$ cat src/rtl/scan_cfg_loader.sv
// Serial scan-chain configuration loader: stream words in, shift CHAIN_LEN bits MSB-first.
// Optional CRC-8 check of the shifted bits when the CFG_CRC_EN macro is defined.
module scan_cfg_loader #(
  parameter int CHAIN_LEN = 64,
  parameter int WORD_W    = 8
) (
  input  logic              clk,
  input  logic              rst_n,
  input  logic              start,
  input  logic              in_valid,
  input  logic [WORD_W-1:0] in_data,
  output logic              in_ready,
  output logic              scan_in,
  output logic              scan_en,
  output logic              cfg_busy,
  output logic              cfg_done,
  output logic              crc_err
);

  localparam int BIT_W = $clog2(CHAIN_LEN + 1);
  localparam int SH_W  = $clog2(WORD_W + 1);
  localparam int ACC_W = $clog2(CHAIN_LEN + 2 * WORD_W + 1);

  localparam logic [1:0] S_IDLE  = 2'd0;
  localparam logic [1:0] S_LOAD  = 2'd1;
  localparam logic [1:0] S_DONE  = 2'd2;
`ifdef CFG_CRC_EN
  localparam logic [1:0] S_CHECK = 2'd3;
`endif

  logic [1:0]        r_state;
  logic [BIT_W-1:0]  r_bit_cnt;
  logic [WORD_W-1:0] r_sh;
  logic [SH_W-1:0]   r_sh_cnt;
  logic [WORD_W-1:0] r_hold;
  logic              r_hold_full;
  logic              r_scan_in;
  logic              r_scan_en;
  logic              r_busy;
  logic              r_done;

  logic              w_shift;
  logic              w_last;
  logic              w_sh_free;
  logic [ACC_W-1:0]  w_acc;
  logic              w_covered;
  logic              w_ready;
  logic              w_accept;

`ifdef CFG_CRC_EN
  logic [7:0]        r_crc;
  logic              r_crc_err;

  function automatic logic [7:0] crc8_step(input logic [7:0] c, input logic b);
    logic fb;
    fb = c[7] ^ b;
    return {c[6:0], 1'b0} ^ (fb ? 8'h07 : 8'h00);
  endfunction
`endif

  assign w_shift   = (r_state == S_LOAD) && (r_sh_cnt != '0);
  assign w_last    = w_shift && (r_bit_cnt == BIT_W'(CHAIN_LEN - 1));
  // Shift register is free for a new word if empty now or emptied by this edge's shift.
  assign w_sh_free = (r_sh_cnt == '0) || (w_shift && (r_sh_cnt == SH_W'(1)));
  assign w_acc     = ACC_W'(r_bit_cnt) + ACC_W'(r_sh_cnt)
                   + (r_hold_full ? ACC_W'(WORD_W) : '0);
  assign w_covered = (w_acc >= ACC_W'(CHAIN_LEN));

  always_comb begin
    w_ready = 1'b0;
    case (r_state)
      S_LOAD:  w_ready = !r_hold_full && !w_covered;
`ifdef CFG_CRC_EN
      S_CHECK: w_ready = 1'b1;
`endif
      default: w_ready = 1'b0;
    endcase
  end

  assign w_accept = in_valid && w_ready;

  always_ff @(posedge clk or negedge rst_n) begin
    if (!rst_n) begin
      r_state     <= S_IDLE;
      r_bit_cnt   <= '0;
      r_sh        <= '0;
      r_sh_cnt    <= '0;
      r_hold      <= '0;
      r_hold_full <= 1'b0;
      r_scan_in   <= 1'b0;
      r_scan_en   <= 1'b0;
      r_busy      <= 1'b0;
      r_done      <= 1'b0;
`ifdef CFG_CRC_EN
      r_crc       <= '0;
      r_crc_err   <= 1'b0;
`endif
    end else begin
      r_scan_en <= 1'b0;
      case (r_state)
        S_IDLE, S_DONE: begin
          if (start) begin
            r_state     <= S_LOAD;
            r_busy      <= 1'b1;
            r_done      <= 1'b0;
            r_bit_cnt   <= '0;
            r_sh_cnt    <= '0;
            r_hold_full <= 1'b0;
`ifdef CFG_CRC_EN
            r_crc       <= '0;
            r_crc_err   <= 1'b0;
`endif
          end else begin
            r_done <= (r_state == S_DONE);
            r_busy <= 1'b0;
          end
        end
        S_LOAD: begin
          // scan_in keeps its last value when starved; only scan_en drops.
          if (w_shift) begin
            r_scan_in <= r_sh[WORD_W-1];
            r_scan_en <= 1'b1;
            r_sh      <= r_sh << 1;
            r_sh_cnt  <= r_sh_cnt - SH_W'(1);
            r_bit_cnt <= r_bit_cnt + BIT_W'(1);
`ifdef CFG_CRC_EN
            r_crc     <= crc8_step(r_crc, r_sh[WORD_W-1]);
`endif
          end
          if (w_sh_free) begin
            if (r_hold_full) begin
              r_sh        <= r_hold;
              r_sh_cnt    <= SH_W'(WORD_W);
              r_hold_full <= 1'b0;
            end else if (w_accept) begin
              r_sh     <= in_data;
              r_sh_cnt <= SH_W'(WORD_W);
            end
          end else if (w_accept) begin
            r_hold      <= in_data;
            r_hold_full <= 1'b1;
          end
          // Unsent low bits of the final word are dropped here.
          if (w_last) begin
            r_sh_cnt    <= '0;
            r_hold_full <= 1'b0;
`ifdef CFG_CRC_EN
            r_state     <= S_CHECK;
`else
            r_state     <= S_DONE;
`endif
          end
        end
`ifdef CFG_CRC_EN
        S_CHECK: begin
          if (w_accept) begin
            r_crc_err <= (in_data[7:0] != r_crc);
            r_state   <= S_DONE;
          end
        end
`endif
        default: r_state <= S_IDLE;
      endcase
    end
  end

  assign in_ready = w_ready;
  assign scan_in  = r_scan_in;
  assign scan_en  = r_scan_en;
  assign cfg_busy = r_busy;
  assign cfg_done = r_done;
`ifdef CFG_CRC_EN
  assign crc_err  = r_crc_err;
`else
  assign crc_err  = 1'b0;
`endif

endmodule

$ cat config.mk
export PLATFORM = sky130hd
export DESIGN_NAME = scan_cfg_loader
export DESIGN_NICKNAME = d
export VERILOG_FILES = /design/src/rtl/scan_cfg_loader.sv
export SDC_FILE = /design/constraint.sdc
export NUM_CORES = 1
export LEC_CHECK = 0
export ABC_CLOCK_PERIOD_IN_PS = 3600
export BUFFER_PORTS_ARGS = -buffer_cell sky130_fd_sc_hd__buf_4
export CAP_MARGIN = 10
export CORE_MARGIN = 4
export CORE_UTILIZATION = 55
export CTS_CLUSTER_SIZE = 8
export DETAILED_ROUTE_END_ITERATION = 10
export PLACE_DENSITY = 0.75
export SETUP_SLACK_MARGIN = 0.15
export SLEW_MARGIN = 40
export SYNTH_ARGS = -nofsm -noshare
export SYNTH_HDL_FRONTEND = slang
export SYNTH_SLANG_ARGS = --single-unit
$ cat constraint.sdc
create_clock -name clk -period 3.6 [get_ports clk]
set_input_delay 0.18 -clock clk [delete_from_list [all_inputs] [get_ports clk]]
set_output_delay 0.18 -clock clk [all_outputs]
set_load 0.1 [all_outputs]
==> flow_summary.ini, run 1 <==
[synthesis]
netlist_instances = 194
synth_area_mm2 = 0.00194
synth_nets = 217
yosys.cell_types.count = 47
async_flop_share = 1.00
ys.flop_type = dfrtp_1
yosys.area.top_type = dfrtp_1
synth-seq-cells = 34
synth_top_area_share = 0.438
synth_warnings = 0
seq_area_frac_synth = 0.438
synth_enable_flop_cells = 0
yosys-top-cells-area = dfrtp_1 44%, ha_1 6.4%, o21ai_0 4.6%
avgSynthCellArea_um2 = 10.0

[clock_tree]
cts_root_buf = clkbuf_4
cts_resized = 0
cts.clk_slew.worst_paths_ns = 0.09
cts_sinks = 34
cts_buffers = 5
clk_path_buf_depth = 2
cts_tree = built
clock_latency_ns = 0.33
cts_max_level = 2

[critical_path]
slowest_stage = dfrtp_1
r2r_slack_ns = 0.42
regToRegStartpoint = r_hold_full
crit_arrival_ns = 3.39
critPathMaxStageDelay_ns = 0.70
cp-start-kind = register
path_buf_inv = 0
end_kind = register
required_ns = 3.81
crit_fanout = 17
worstRegToRegCells = 8
path_delay_family = adder cells
crit_path_cell_trace = fa_1, ha_1, o211ai_2, o21ai_2, mux2i_1, and3_4, nand2_4, mux2_1
critical_path_class = reg -> reg
reg2reg_to = r_hold[1]

[route]
vias = 1647
dr.pass1.iters = 6
wl_per_cell_um = 17.4
drt_iter0_drc = 160
via_per_inst = 6.38
ant_nets = 0
wl_um = 4480
drcViolationCount = 0

[power]
powerDensity_mw_per_mm2 = 904
pwr-share-seq = 0.394
switching_share = 0.480
clockPowerShare = 0.097
power_frac_comb = 0.508
internal_power_mw = 1.01
p_leak_nw = 0.953
p_sw_mw = 0.930
peakVddDrop_mv = 0.541

[sta]
fin_setup_tns_ns = 0
hold_violations = 0
fin_hold_ws_ns = 0.0668
min_period_ns = 3.18
slew-limit-headroom = 0.488
report.final.slew_viol_count = 0
tightest_slew_ns = 0.766
fmax_mhz = 315
setup_viol = 0
skew_ns = 0.00821
finalCritPeriodShare = 0.883
rsz0062_at_grt = no

[place]
dp_hpwl_um = 3230
place_congestion = 0.816
placed_cells = 250
port-buffer-count = 16

[floorplanning]
die_h_um = 67.5
row_count = 21
die-area_mm2 = 0.00455
die_w_um = 67.5
start_util = 0.578
core_mm2 = 0.00336
ios = 18

[finish]
fill_cells = 323
final_cell_count_no_fill = 258
area_delta_synth_final_pct = 10.4
fin_util = 0.638
final_net_count = 235
multi_input_area_mm2 = 0.00104
drive_gt1_frac = 0.151
seqCellArea_um2 = 851
n_antenna_cell = 0

[grt]
grt_first_pass_wirelength_um = 7560
grt_max_degree = 35
grtUsageTotal = 0.230
grt_overflow = 0
antenna_found_initial = 0
grt_pass1_vias = 1583

[worst_hold_path]
hold_depth = 2
holdPathEnd = r_hold[2]
min_path_type = in -> reg
hp-start = in_data[2]

[job]
maxCapViolCount = 0

[run_status]
outcome = complete, no violations
-- what timing repair did --
item                                   CTS  global route
endpoints found under the hold margin   34             0
hold buffers                             1             0
buffers inserted                         0             0
-- cells by family (layout without fill, tap and decap cells) --
| family | Yosys count | count (layout) | share of synthesized area |
|---|---|---|---|
| flip-flops | 34 | 34 | 0.438 |
| AO/OA/AOI/OAI | 61 | 61 | 0.218 |
| buffers and inverters | 11 | 29 | 0.0277 |
| multiplexers | 9 | 9 | 0.0515 |
| other | 1 | 1 | 0.00193 |
| XOR/XNOR | 5 | 5 | 0.0225 |
| adder cells (fa/ha/maj) | 11 | 11 | 0.0746 |
| AND/OR/NAND/NOR | 62 | 62 | 0.166 |
-- worst max-delay path by stage --
stage	start	endpoint	slack (ns)	cells past startpoint
2_1_floorplan	r_bit_cnt[3]	in_ready	0.62	6
3_3_place_gp	r_hold_full	r_sh_cnt[3]	0.67	8
3_5_place_dp	r_hold_full	r_hold[1]	0.47	8
4_1_cts	r_hold_full	r_hold[1]	0.46	8
5_1_grt	r_hold_full	r_hold[1]	0.23	8
6_report	r_hold_full	r_hold[1]	0.42	8
-- placed cells by master (no fill, tap or decap), drive strengths merged, types with 5 or more instances in the layout --
cell type  synthesis  final
ha                10     10
inv                5      5
o211ai             5      5
buf                3     16
nand2b             5      5
nor2               9      9
dfrtp             34     34
clkbuf             3      7
nand2             23     23
nor3               5      5
mux2               8      8
a21oi             10     10
nand3              7      7
o21ai             20     20
-- power groups by stage --
| stage | clock [mW] | sequential (mW) | combinational, mW |
|---|---|---|---|
| floorplan | 0 | 0.794 | 0.693 |
| global placement | 0 | 0.750 | 0.925 |
| detailed placement | 0 | 0.764 | 0.974 |
| CTS | 0.197 | 0.757 | 0.984 |
| global route | 0.215 | 0.786 | 1.11 |
| finish | 0.189 | 0.765 | 0.986 |
-- cells in the mapped netlist (4+ instances only) --
cell type	instances
dfrtp_1	34
a221oi_1	4
nor3_1	5
a22o_1	4
or3_1	4
nor2_1	9
o21ai_0	18
inv_1	4
nand2_1	21
o211ai_1	4
ha_1	10
a21oi_1	8
mux2_1	8
nand2b_1	4
a311oi_1	4
nand3_1	7
a211oi_1	4
-- cell type report --
| class | count | share of cell area |
|---|---|---|
| Inverter | 5 | 0.00874 |
| Tap cell | 46 | 0.0268 |
| Multi-Input combinational cell | 149 | 0.487 |
| Timing Repair Buffer | 17 | 0.0606 |
| Clock buffer | 7 | 0.0210 |
| Sequential cell | 34 | 0.396 |
-- registers in the layout (all words and copies together), names as in the netlist --
| signal | count |
|---|---|
| r_hold | 8 |
| r_sh | 8 |
| r_bit_cnt | 7 |
| r_sh_cnt | 4 |
| r_state | 2 |
| cfg_busy | 1 |
| cfg_done | 1 |
| r_hold_full | 1 |
| scan_en | 1 |
| scan_in | 1 |
-- stage by stage --
| stage | worst slack (ns) | total power [mW] | instance area [um^2] |
|---|---|---|---|
| 2_1_floorplan | 0.622 | 1.49 | 1950 |
| 6_report | 0.422 | 1.94 | 2150 |
| 5_1_grt | 0.228 | 2.11 | 2150 |
| 4_1_cts | 0.460 | 1.94 | 2150 |
| 3_5_place_dp | 0.468 | 1.74 | 2090 |
| 3_3_place_gp | 0.668 | 1.67 | 2090 |
-- metal layers --
metal  up-vias  share of wire  global-route usage
met1       791           0.43               0.312
met4         0          0.019               0.122
met2        84           0.47               0.335
li1        758              -                   -
met3        14          0.082              0.0599
met5         -              0                   0
(Power assumes the default switching activity.)
==> run 2, diff against run 1 <==
--- a/config.mk
+++ b/config.mk
@@ -5,14 +5,15 @@
 export SDC_FILE = /design/constraint.sdc
 export NUM_CORES = 1
 export LEC_CHECK = 0
+export ABC_AREA = 1
 export ABC_CLOCK_PERIOD_IN_PS = 3600
 export BUFFER_PORTS_ARGS = -buffer_cell sky130_fd_sc_hd__buf_4
 export CAP_MARGIN = 10
-export CORE_MARGIN = 4
+export CORE_MARGIN = 10
 export CORE_UTILIZATION = 55
 export CTS_CLUSTER_SIZE = 8
 export DETAILED_ROUTE_END_ITERATION = 10
-export PLACE_DENSITY = 0.75
+export PLACE_DENSITY = 0.74
 export SETUP_SLACK_MARGIN = 0.15
 export SLEW_MARGIN = 40
 export SYNTH_ARGS = -nofsm -noshare
==> run 2 against run 1 <==
Compared with the run above: sequential share of layout area decreased by 2.5 points; largest power group unchanged; critical path type is now reg -> out; routed wire length decreased by 8.2%; worst hold slack gained 0.085 ns; die area grew 46%; clock power is 58% higher.
==> flow_summary.ini, run 2 <==
[floorplanning]
die-area_mm2 = 0.00663
row_count = 22
die_h_um = 81.4
start_util = 0.566
ios = 18
die_w_um = 81.4
core_mm2 = 0.00366

[power]
power_frac_comb = 0.545
powerDensity_mw_per_mm2 = 974
clockPowerShare = 0.134
peakVddDrop_mv = 0.538
p_leak_nw = 1.20
internal_power_mw = 1.13
p_sw_mw = 1.10
switching_share = 0.493
pwr-share-seq = 0.322

[route]
dr.pass1.iters = 4
drcViolationCount = 0
ant_nets = 0
wl_um = 4110
drt_iter0_drc = 161
via_per_inst = 5.21
wl_per_cell_um = 12.6
vias = 1703

[run_status]
outcome = complete, no violations

[synthesis]
ys.flop_type = dfrtp_1
synth_enable_flop_cells = 0
async_flop_share = 1.00
synth_top_area_share = 0.410
muxShareOfSynthArea = 0
synth_top_family_by_area = simple AND/OR/NAND/NOR gates
synth_xor_area_frac = 0.00845
yosys-top-cells-area = dfrtp_1 41%, nand2_1 15%, ha_1 6.0%
avgSynthCellArea_um2 = 7.85
yosysMostFrequentCell = nand2_1
synth_area_mm2 = 0.00207
synth-seq-cells = 34
yosys.cell_types.count = 31
seq_area_frac_synth = 0.410
yosys.area.top_type = dfrtp_1
synth_warnings = 0
ys_top_cells_by_count = 81 x nand2_1, 34 x dfrtp_1, 24 x inv_1
synth_compound_area_frac = 0.124
synthAdderAreaFrac = 0.0700
synth-simple-area-share = 0.301
synth_nets = 287
netlist_instances = 264

[finish]
area_delta_synth_final_pct = 10.5
final_net_count = 301
drive_gt1_frac = 0.154
fin_util = 0.626
final_common_cell = nand2_1
n_antenna_cell = 0
final_area_mm2 = 0.00229
top_regs = r_hold (8), r_sh (8), r_bit_cnt (7)
mostFrequentLayoutCells = 81 x nand2_1, 34 x dfrtp_1, 24 x inv_1

[clock_tree]
clock_latency_ns = 0.29
cts_resized = 0
cts_sinks = 34
cts.clk_slew.worst_paths_ns = 0.07
cts_root_buf = clkbuf_8
cts_max_level = 2
cts_buffers = 5
post_cts_buffers = 0
cts_tree = built
clk_path_buf_depth = 2
cts-hold-fix-buffers = 1

[sta]
fmax_mhz = 348
setup_viol = 0
min_period_ns = 2.87
fin_setup_tns_ns = 0
slew-limit-headroom = 0.645
rsz0062_at_grt = no
fin_hold_ws_ns = 0.151
hold_violations = 0
report.final.slew_viol_count = 0
finalCritPeriodShare = 0.797
tightest_slew_ns = 0.533
skew_ns = 0.00409
fin_ws_ns = 0.731

[critical_path]
critPathMaxStageDelay_ns = 0.68
critical_path_class = reg -> out
regToRegStartpoint = r_hold_full
required_ns = 3.42
worstSetupStartpoint = r_hold_full
critPathMostFrequentCell = nand2_1
crit_arrival_ns = 2.69
slowest_stage = dfrtp_1
cp-start-kind = register
end_kind = output port
crit_path_cell_trace = fa_1, ha_1, nand2_1, nand2_1, nand2_1, nand3_1, nand2_1, and3_4, buf_4
crit_fanout = 18

[place]
dp_hpwl_um = 2960
port-buffer-count = 16
placedInstanceArea_mm2 = 0.00219
pre_cts_ws_ns = 1.03
place_congestion = 0.846

[grt]
antenna_found_initial = 0
grt_max_degree = 35
grt_first_pass_wirelength_um = 7270
grtUsageTotal = 0.138
grt_overflow = 0
grt_pass1_vias = 1685

[job]
maxCapViolCount = 0

[worst_hold_path]
min_path_type = in -> reg
hp-start = in_data[0]
run 2: changes by cell type after synthesis, moves of 5 or more:
| cell | delta |
|---|---|
| mux2_1 | -8 |
| nand3_1 | +12 |
| o21ai_2 | +7 |
| inv_1 | +20 |
| nor3_1 | -5 |
| nand2_1 | +60 |
| nor2_1 | +11 |
run 2: final timing paths:
check,slack [ns],to,cells after the start
min in group asynchronous,0.37,r_bit_cnt[1],2
setup / recovery,0.73,in_ready,9
max in group asynchronous,2.93,r_hold[3],2
hold reg to reg,0.48,r_hold[6],2
setup reg to reg,1.00,r_sh_cnt[1],12
hold / removal,0.15,r_hold[0],3
run 2: layer usage:
| metal | track usage | part of all wire | vias to the layer above |
|---|---|---|---|
| met5 | 0 | 0 | - |
| met4 | 0.0640 | 0.017 | 0 |
| met3 | 0.0342 | 0.033 | 7 |
| met2 | 0.231 | 0.50 | 21 |
| met1 | 0.163 | 0.45 | 802 |
| li1 | - | - | 873 |
run 2: logic make-up after synthesis:
group | after synthesis
fa+ha+maj | 11
compound gates | 43
other cells | 1
simple gates | 135
xor+xnor | 2
buf+inv | 38
flops | 34
run 2: power by group through the flow:
stage	registers, mW	logic (mW)	clock network (mW)
after floorplan	0.774	0.960	0
after global placement	0.724	1.19	0
final	0.718	1.21	0.298
after global routing	0.746	1.39	0.322
after detailed placement	0.725	1.22	0
after CTS	0.719	1.22	0.304
run 2: worst max-delay path, delay by kind of cell, from the launching register on:
kind | cells | cell delay (ns)
adders and majority gates | 2 | 0.83
and+or+nand+nor | 6 | 0.58
buffers and inverters | 1 | 0.29
DFF | 1 | 0.68
run 2: cell type report:
cell class / count / area [um^2]
Clock buffer: 6 / 82.6
Clock inverter: 2 / 12.5
Fill cell: 342 / 1370
Inverter: 28 / 108
Multi-Input combinational cell: 192 / 1050
Sequential cell: 34 / 851
Tap cell: 48 / 60.1
Timing Repair Buffer: 17 / 130
run 2: per-stage QoR:
step | power, mW | cells
5_1_grt | 2.45 | 327
3_5_place_dp | 1.94 | 318
3_3_place_gp | 1.92 | 318
6_report | 2.23 | 327
2_1_floorplan | 1.73 | 264
4_1_cts | 2.25 | 327
